==> src/rtl/floating_point_arith_unit.sv <==
// Single-precision add / multiply / integer power / pass-through unit.
// Add, multiply and pass-through finish one cycle after acceptance; power iterates the multiplier.
module floating_point_arith_unit #(
  parameter int MAX_POW = 5
) (
  input  logic        clk,
  input  logic        rst_n,
  input  logic        start,
  input  logic [1:0]  op,
  input  logic [31:0] a,
  input  logic [31:0] b,
  input  logic [2:0]  n,
  output logic [31:0] res,
  output logic        busy,
  output logic        done
);

  localparam logic [1:0]  OP_ADD  = 2'b00;
  localparam logic [1:0]  OP_MUL  = 2'b01;
  localparam logic [1:0]  OP_POW  = 2'b10;
  localparam logic [31:0] QNAN    = 32'h7FC0_0000;
  localparam logic [31:0] FP_ONE  = 32'h3F80_0000;
  localparam logic [2:0]  MAX_N   = 3'(MAX_POW);

  typedef enum logic [1:0] {S_IDLE, S_PEND, S_PWR} state_t;

  state_t      state_q, state_d;
  logic        busy_q, busy_d;
  logic        done_q, done_d;
  logic [31:0] res_q, res_d;
  logic [31:0] a_q, a_d;
  logic [31:0] b_q, b_d;
  logic [31:0] acc_q, acc_d;
  logic [1:0]  op_q, op_d;
  logic [2:0]  n_q, n_d;
  logic [2:0]  cnt_q, cnt_d;
  logic [2:0]  n_clamped;

  // ---------------- multiply datapath (shared by multiply and power) ----------------
  logic [31:0]       mul_x, mul_y, mul_res;
  logic [47:0]       prod;
  logic [24:0]       prod_top;
  logic signed [9:0] mexp;
  logic [22:0]       mfrac;
  logic              msign;

  always_comb begin
    mul_x    = (state_q == S_PWR) ? acc_q : a_q;
    mul_y    = (state_q == S_PWR) ? a_q   : b_q;
    msign    = mul_x[31] ^ mul_y[31];
    prod     = 48'({1'b1, mul_x[22:0]}) * 48'({1'b1, mul_y[22:0]});
    prod_top = 25'(prod >> 23);
    mexp     = $signed({2'b00, mul_x[30:23]}) + $signed({2'b00, mul_y[30:23]}) - 10'sd127;
    if (prod_top[24]) begin
      mfrac = prod_top[23:1];
      mexp  = mexp + 10'sd1;
    end else begin
      mfrac = prod_top[22:0];
    end
    if (mul_x[30:23] == 8'hFF || mul_y[30:23] == 8'hFF) begin
      mul_res = QNAN;
    end else if (mul_x[30:23] == 8'h00 || mul_y[30:23] == 8'h00) begin
      mul_res = {msign, 31'b0};
    end else if (mexp <= 10'sd0) begin
      mul_res = {msign, 31'b0};
    end else if (mexp >= 10'sd255) begin
      mul_res = {msign, 8'hFF, 23'b0};
    end else begin
      mul_res = {msign, mexp[7:0], mfrac};
    end
  end

  // ---------------- add datapath ----------------
  logic [7:0]        ea, eb, el, es, shamt;
  logic [23:0]       ma, mb, ml, ms, ms_al;
  logic              sl, ss;
  logic [24:0]       sum;
  logic [4:0]        lz;
  logic [22:0]       norm, afrac;
  logic signed [9:0] aexp;
  logic [31:0]       add_res;

  always_comb begin
    ea = a_q[30:23];
    eb = b_q[30:23];
    ma = (ea == 8'h00) ? 24'h0 : {1'b1, a_q[22:0]};
    mb = (eb == 8'h00) ? 24'h0 : {1'b1, b_q[22:0]};
    if ({ea, ma} >= {eb, mb}) begin
      el = ea; ml = ma; sl = a_q[31];
      es = eb; ms = mb; ss = b_q[31];
    end else begin
      el = eb; ml = mb; sl = b_q[31];
      es = ea; ms = ma; ss = a_q[31];
    end
    shamt = el - es;
    ms_al = ms >> shamt;
    sum   = (sl == ss) ? ({1'b0, ml} + {1'b0, ms_al}) : ({1'b0, ml} - {1'b0, ms_al});
    lz    = 5'd0;
    for (int i = 0; i < 24; i++) begin
      if (sum[i]) lz = 5'(23 - i);
    end
    norm = 23'(sum[23:0] << lz);
    aexp = $signed({2'b00, el});
    if (sum[24]) begin
      afrac = sum[23:1];
      aexp  = aexp + 10'sd1;
    end else begin
      afrac = norm;
      aexp  = aexp - $signed({5'b00000, lz});
    end
    if (ea == 8'hFF || eb == 8'hFF) begin
      add_res = QNAN;
    end else if (sum == 25'd0) begin
      add_res = 32'h0000_0000;
    end else if (aexp <= 10'sd0) begin
      add_res = {sl, 31'b0};
    end else if (aexp >= 10'sd255) begin
      add_res = {sl, 8'hFF, 23'b0};
    end else begin
      add_res = {sl, aexp[7:0], afrac};
    end
  end

  // ---------------- control ----------------
  always_comb begin
    n_clamped = (n > MAX_N) ? MAX_N : n;
    state_d   = state_q;
    busy_d    = busy_q;
    done_d    = 1'b0;
    res_d     = res_q;
    a_d       = a_q;
    b_d       = b_q;
    op_d      = op_q;
    n_d       = n_q;
    acc_d     = acc_q;
    cnt_d     = cnt_q;

    case (state_q)
      S_PEND: begin
        done_d  = 1'b1;
        busy_d  = 1'b0;
        state_d = S_IDLE;
        case (op_q)
          OP_ADD:  res_d = add_res;
          OP_MUL:  res_d = mul_res;
          OP_POW:  res_d = (n_q == 3'd0) ? FP_ONE : a_q;
          default: res_d = a_q;
        endcase
      end
      S_PWR: begin
        acc_d = mul_res;
        cnt_d = cnt_q - 3'd1;
        if (cnt_q == 3'd1) begin
          res_d   = mul_res;
          done_d  = 1'b1;
          busy_d  = 1'b0;
          state_d = S_IDLE;
        end
      end
      default: ;
    endcase

    // A new request may overlap the completion cycle of a single-cycle op.
    if (start && !busy_q) begin
      a_d  = a;
      b_d  = b;
      op_d = op;
      n_d  = n_clamped;
      if (op == OP_POW && n_clamped >= 3'd2) begin
        state_d = S_PWR;
        busy_d  = 1'b1;
        acc_d   = a;
        cnt_d   = n_clamped - 3'd1;
      end else begin
        state_d = S_PEND;
        busy_d  = (op == OP_POW);
      end
    end
  end

  always_ff @(posedge clk or negedge rst_n) begin
    if (!rst_n) begin
      state_q <= S_IDLE;
      busy_q  <= 1'b0;
      done_q  <= 1'b0;
      res_q   <= 32'h0;
      a_q     <= 32'h0;
      b_q     <= 32'h0;
      acc_q   <= 32'h0;
      op_q    <= 2'b00;
      n_q     <= 3'd0;
      cnt_q   <= 3'd0;
    end else begin
      state_q <= state_d;
      busy_q  <= busy_d;
      done_q  <= done_d;
      res_q   <= res_d;
      a_q     <= a_d;
      b_q     <= b_d;
      acc_q   <= acc_d;
      op_q    <= op_d;
      n_q     <= n_d;
      cnt_q   <= cnt_d;
    end
  end

  assign res  = res_q;
  assign busy = busy_q;
  assign done = done_q;

endmodule

==> config.mk <==
export PLATFORM = sky130hd
export DESIGN_NAME = floating_point_arith_unit
export DESIGN_NICKNAME = d
export VERILOG_FILES = /design/src/rtl/floating_point_arith_unit.sv
export SDC_FILE = /design/constraint.sdc
export NUM_CORES = 2
export LEC_CHECK = 0
export CAP_MARGIN = 5
export CORE_MARGIN = 10
export CORE_UTILIZATION = 35
export CTS_CLUSTER_DIAMETER = 80
export DETAILED_ROUTE_END_ITERATION = 16
export HOLD_SLACK_MARGIN = 0.1
export PLACE_DENSITY_LB_ADDON = 0.2
export SETUP_SLACK_MARGIN = 0.2
export SKIP_LAST_GASP = 1
export SLEW_MARGIN = 20
export SYNTH_ARGS = -nofsm -noshare
export SYNTH_HDL_FRONTEND = slang
export SYNTH_SLANG_ARGS = --single-unit
==> constraint.sdc <==
create_clock -name clk -period 15.3 [get_ports clk]
set_input_delay 2.295 -clock clk [delete_from_list [all_inputs] [get_ports clk]]
set_output_delay 2.295 -clock clk [all_outputs]
set_load 0.01 [all_outputs]
Yosys cells after proc, flatten, opt, wreduce, memory -nomap -nowiden
Index checks and enable logic that the tools add are counted.
- bits in registers: 140
- bits of input ports: 72
- word-level logic and storage cells: 129
- output and inout port bits: 34
- eq/ne operators: 13
- add/subtract/negate cells: 10
- reduce and logical (&&, ||, !) cells: 17
- multiplexer cells: 68
- shift operators: 2
- multiply operators: 1
- bitwise logic cells: 1
- $lt $le $gt $ge: 7
- operators with widths (kind ; count):
    32-bit two-way mux ; 10
    31-bit two-way mux ; 5
    5-bit two-way mux ; 24
    24-bit two-way mux ; 4
    32-bit one-hot mux with 3 select lines ; 1
    32-bit one-hot mux with 2 select lines ; 1
    24-bit by 24-bit multiplier with 48-bit output ; 1
    23-bit two-way mux ; 2
    8-bit == test (second input constant) ; 4
    32-bit >= comparator ; 1
    8-bit zero test ; 4
    24-bit by 24-bit adder with 25-bit output ; 1
    25-bit zero test ; 1
    25-bit two-way mux ; 1
    24-bit by 24-bit subtractor with 25-bit output ; 1
    24-bit by 5-bit left shift with 23-bit output ; 1
    24-bit by 8-bit right shift with 24-bit output ; 1
    10-bit by 9-bit >= comparator with 1-bit output (second input constant) ; 2
    10-bit by 1-bit less-or-equal comparator with 1-bit output (second input constant) ; 2
    10-bit two-way mux ; 2
    8-bit two-way mux ; 2
    3-bit two-way mux ; 4
    10-bit by 2-bit adder with 10-bit output (second input constant) ; 1
    9-bit by 7-bit subtractor with 10-bit output (second input constant) ; 1
    other kinds (26) ; 42

Longest topological paths before layout
- depth after elaboration: 41
- mapped depth: 72
- depth with buffers taken out: 57

Least setup slack after synthesis
OpenSTA, ideal clock, no wires.
- path type: reg-to-reg
- start: reg a_q[25]
- end: reg res_q[4], in the netlist res[4]
- setup time: 0.082 ns
- setup slack: 2.352 ns
- buffers on the path: 16
- arrival time: 12.866 ns
- required time: 15.218 ns
- clock period less this slack: 12.948 ns
- cell stages (with the launch flop): 67
- path through: dfrtp_1 > clkbuf_1 > nor4_1 > and2_1 > buf_4 > inv_2 > buf_2 > buf_1 > and2_1 > ha_1 > nand4_1 > nor4_2 > nand2_1 > a31o_4 > buf_6 > nand2_8 > buf_4 > buf_4 > [31 not listed] > o21ai_4 > inv_4 > buf_6 > ha_1 > inv_1 > fa_1 > a21o_1 > a21o_1 > a21oi_1 > nand3b_1 > o21ai_0 > a32o_1 > nand4_1 > or3b_2 > mux2i_4 > buf_6 > o2111ai_1 > a31oi_1
- longest elaborated chain between the ends: 41
- elaborated cells between the ends (all ways): 74
- classes of those cells: add/sub (8); order compare (5); eq/ne (4); shift (2); mux (48); reduce/logical (7)
- RTL lines (item ; RTL line ; text):
    start: declaration ; 31 ; logic [31:0] a_q, a_d;
    start signal: assignment ; 187 ; a_q <= 32'h0;
    start signal: assignment ; 198 ; a_q <= a_d;
    8-bit zero test ; 86 ; ma = (ea == 8'h00) ? 24'h0 : {1'b1, a_q[22:0]};
    24-bit two-way mux ; 86 ;
    32-bit >= comparator ; 88 ; if ({ea, ma} >= {eb, mb}) begin
    8-bit two-way mux ; 88 ;
    8-bit subtractor ; 95 ; shamt = el - es;
    24-bit by 8-bit right shift with 24-bit output ; 96 ; ms_al = ms >> shamt;
    24-bit by 24-bit subtractor with 25-bit output or 24-bit by 24-bit adder with 25-bit output (tied branches) ; 97 ; sum = (sl == ss) ? ({1'b0, ml} + {1'b0, ms_al}) : ({1'b0, ml} - {1'b0, ms_al});
    25-bit two-way mux ; 97 ;
    [25 not listed] ; - ;
    10-bit two-way mux ; 104 ; if (sum[24]) begin
    10-bit by 9-bit >= comparator with 1-bit output ; 117 ; end else if (aexp >= 10'sd255) begin
    31-bit two-way mux ; 117 ;
    31-bit two-way mux ; 115 ; end else if (aexp <= 10'sd0) begin
    32-bit two-way mux ; 113 ; end else if (sum == 25'd0) begin
    32-bit two-way mux ; 111 ; if (ea == 8'hFF || eb == 8'hFF) begin
    32-bit one-hot mux with 3 select lines ; 143 ; case (op_q)
    32-bit one-hot mux with 2 select lines * ; 138 ; case (state_q)
    end signal: assignment ; 197 ; res_q <= res_d;
    end: declaration ; 30 ; logic [31:0] res_q, res_d;
Every way passes the cells marked *; elsewhere a longest branch is shown, timed or not. The select of a mux whose other input is x is not followed.
A chain may end at the register's enable or synchronous reset.

Final worst setup path
- start: reg a_q[29]
- end: reg res_q[1], in the netlist res[1]
The elaborated chain is that of the path after synthesis.

==> flow_metrics.py <==
metrics = {
    "run_status": {
        "status": "completed",
    },
    "pwr": {
        "pwr-share-clk": 0.101,
        "combinationalPowerShare": 0.808,
        "cellLeakagePower_uw": 0.0173,
        "ir_drop_v": 0.000124,
        "power_switching_uw": 2520,
        "p_sw_frac": 0.564,
        "p_int_uw": 1940,
        "power_density_mw_per_mm2": 118,
        "power_uw": 4460,
        "p_seq_frac": 0.090,
    },
    "timing": {
        "clock_skew_ns": 0.0179,
        "timing.final.crit_share": 0.907,
        "timing.final.ws_setup_ns": 1.42,
        "finalCriticalPeriod_ns": 13.88,
        "setup_violations": 0,
        "rsz0062_at_grt": "no",
        "slew_headroom": 0.310,
        "setup_tns_ns": 0,
        "worst_pin_slew_ns": 1.03,
        "final-hold-violation-count": 0,
        "drv_slew": 0,
        "clock.fmax_mhz": 72.0,
    },
    "yosys": {
        "avgSynthCellArea_um2": 8.07,
        "synth_edf_count": 0,
        "yosysWarnings": 0,
        "synth_cells": 4332,
        "synth-main-ff-cell": "dfrtp_1",
        "syn_area_mm2": 0.0350,
        "yosys.cell_types.count": 133,
        "ys_seq_area_frac": 0.100,
        "async_flop_share": 1.00,
        "synthesis.nets": 5144,
        "synth_seq_cells": 140,
    },
    "finish": {
        "area_growth_pct": 7.90,
        "nets": 5135,
        "drive_gt1_frac": 0.0683,
        "nFillCells": 10300,
        "diodes": 0,
    },
    "worst_setup_path": {
        "slowest_delay_ns": 0.56,
        "worst_path_most_repeated_cell": "ha_1",
        "cp.arrival_ns": 14.27,
        "worst_setup_path_start_kind": "flop",
        "crit_required_ns": 15.69,
        "reg2reg_slack_ns": 1.42,
        "cp_slowest_cell": "o211ai_1",
        "worstSetupPathType": "reg -> reg",
        "crit_path_end_kind": "flop",
        "critPathMaxFanout": 28,
    },
    "grt": {
        "first_global_vias": 31400,
        "antenna_found_initial": 9,
        "grt-ovfl-total": 0,
        "grt_pass1_wl_um": 199000,
        "grt_use_total": 0.230,
        "grt_max_degree": 81,
    },
    "drt": {
        "drt.antenna.violating_nets": 0,
        "wl_per_cell_um": 23.3,
        "drc": 0,
        "vias": 31300,
        "drtIter0Drc": 2693,
        "drt_pass1_iterations": 5,
        "vias_per_cell": 5.57,
        "wl_um": 131000,
    },
    "clock_network": {
        "clk_latency_ns": 0.47,
        "htreeDepth": 4,
        "cts_inserted_buffers": 17,
        "clkTransAtPathRegs_ns": 0.07,
        "cts.sinks": 140,
        "cts_tree": "yes",
        "clock_path_buffers": 2,
        "ctsRootBufferMaster": "clkbuf_16",
    },
    "floorplan": {
        "dieArea_mm2": 0.113,
        "num_rows": 115,
        "io_pins": 106,
        "die_h_um": 336,
        "start_util": 0.354,
        "fp.dieW_um": 336,
        "core-area_mm2": 0.0987,
    },
    "min_path": {
        "hp-class": "reg -> reg",
    },
    "placed_design": {
        "dp_hpwl_um": 104000,
        "portBuffers": 105,
        "gp_congestion": 0.951,
        "post-place-ws_ns": 0.953,
    },
    "run": {
        "drv_cap": 0,
    },
}
## layout make-up
class                           count  area [µm²]  share of cell area
Sequential cell                   140        3500              0.0928
Tap cell                         1287        1610              0.0427
Clock buffer                       17         425              0.0113
Timing Repair Buffer              187        1680              0.0445
Clock inverter                     15         181             0.00481
Multi-Input combinational cell   3336       27900               0.740
Inverter                          641        2410              0.0639
## critical path, delay by kind of cell (launching register included)
family,cells,cell delay [ns]
flops,1,0.53
xor+xnor,1,0.16
mux,3,0.74
simple gates,16,4.19
compound gates,20,4.77
buf+inv,8,1.52
fa+ha+maj,5,1.84
## synth_stat cells (all sizes together) (9+ instances only)
library cell  count  area (µm²)
a211o            11        96.3
a211oi           21         180
a21o             43         323
a21oi           212        1080
a221oi           12         118
a22oi            23         178
a31oi            29         188
a32oi             9        93.8
and2             63         400
and3             19         125
buf              53         453
clkbuf          162         781
clkinv           13        50.0
dfrtp           140        3500
fa              484        9690
ha              256        3200
inv             628        2360
mux2             50         571
mux2i           130        1330
mux4             11         252
nand2           779        2960
nand2b           23         144
nand3            45         230
nand4            22         144
nor2            385        1470
nor2b            17         106
nor3             74         405
nor4             21         150
o2111ai          18         175
o211ai           24         180
o21a             23         173
o21ai           228        1180
o21bai           12        90.1
o221ai           13         120
o22ai            18         125
o311ai            9        86.3
o31ai            13         111
or2              14        87.6
or3              15         101
or4              11        86.3
xnor2            60         526
xor2             33         312
## through the flow
stage	hold slack (ns)	cells	cell area, µm²	utilization
floorplan	0.447	4332	35000	-
global placement	0.464	5589	37100	0.376
detailed placement	0.465	5589	37100	0.376
CTS	0.484	5621	37700	0.382
global route	0.526	5623	37700	0.382
finish	0.479	5623	37700	0.382
## final timing paths
path,startpoint,endpoint,cells after the start
worst max-delay path,a_q[29]$_DFFE_PN0P_,res[1]$_DFFE_PN0P_,53
min in group asynchronous,rst_n,cnt_q[0]$_DFF_PN0_,1
worst min-delay path,n_q[2]$_DFFE_PN0P_,n_q[2]$_DFFE_PN0P_,2
worst min register to register,n_q[2]$_DFFE_PN0P_,n_q[2]$_DFFE_PN0P_,2
worst max register to register,a_q[29]$_DFFE_PN0P_,res[1]$_DFFE_PN0P_,53
max in group asynchronous,rst_n,res[1]$_DFFE_PN0P_,2
## cells in the final DEF, fill, tap and decap left out, drive strengths merged, types with 14 or more instances in the layout
cell type	instances
a21o	43
ha	256
nor4	21
nand4	22
buf	83
xnor2	60
and2	63
o22ai	18
o21ai	228
a22oi	23
o21a	23
a21oi	212
or2	14
or3	15
o2111ai	18
clkinv	19
a31oi	29
o211ai	24
mux2	50
fa	484
clkbuf	17
dfrtp	140
xor2	33
nor2	385
mux2i	130
a211oi	21
nand2b	23
nand2	779
clkdlybuf4s50	104
nor2b	17
nand3	45
nor3	74
inv	635
and3	19
## per-layer routing
metal / vias up / wire [µm] / track usage
met5: - / 62 / 0
met4: 10 / 3960 / 0.0639
met3: 187 / 8980 / 0.0410
met2: 1149 / 59400 / 0.365
met1: 15800 / 58500 / 0.318
li1: 14200 / - / -
## state kept, by name (all words and copies together), names as in the netlist
signal   cells
res         32
state_q      2
busy         1
b_q         32
a_q         32
n_q          3
cnt_q        3
done         1
acc_q       32
op_q         2
## timing repair
action | 4_1_cts | 5_1_grt
hold buffers | 0 | 0
gates resized for setup | 0 | 3
buffers inserted | 0 | 2
setup endpoints to repair | 0 | 22
## power groups by stage
stage	Sequential (µW)	Clock [µW]	Combinational, µW
floorplan	395	0	2500
global placement	409	0	3570
detailed placement	409	0	3550
CTS	402	458	3580
global route	404	471	3960
finish	403	452	3600
## logic make-up after synthesis
logic type / count (synthesis) / synth area share
xor gates and xnor gates: 93 / 0.0239
DFF: 140 / 0.100
and+or+nand+nor: 1515 / 0.190
buffers and inverters: 856 / 0.104
muxes: 191 / 0.0615
adders and majority gates: 740 / 0.369
AOI/OAI and AO/OA: 797 / 0.152
(Power assumes the default switching activity.)
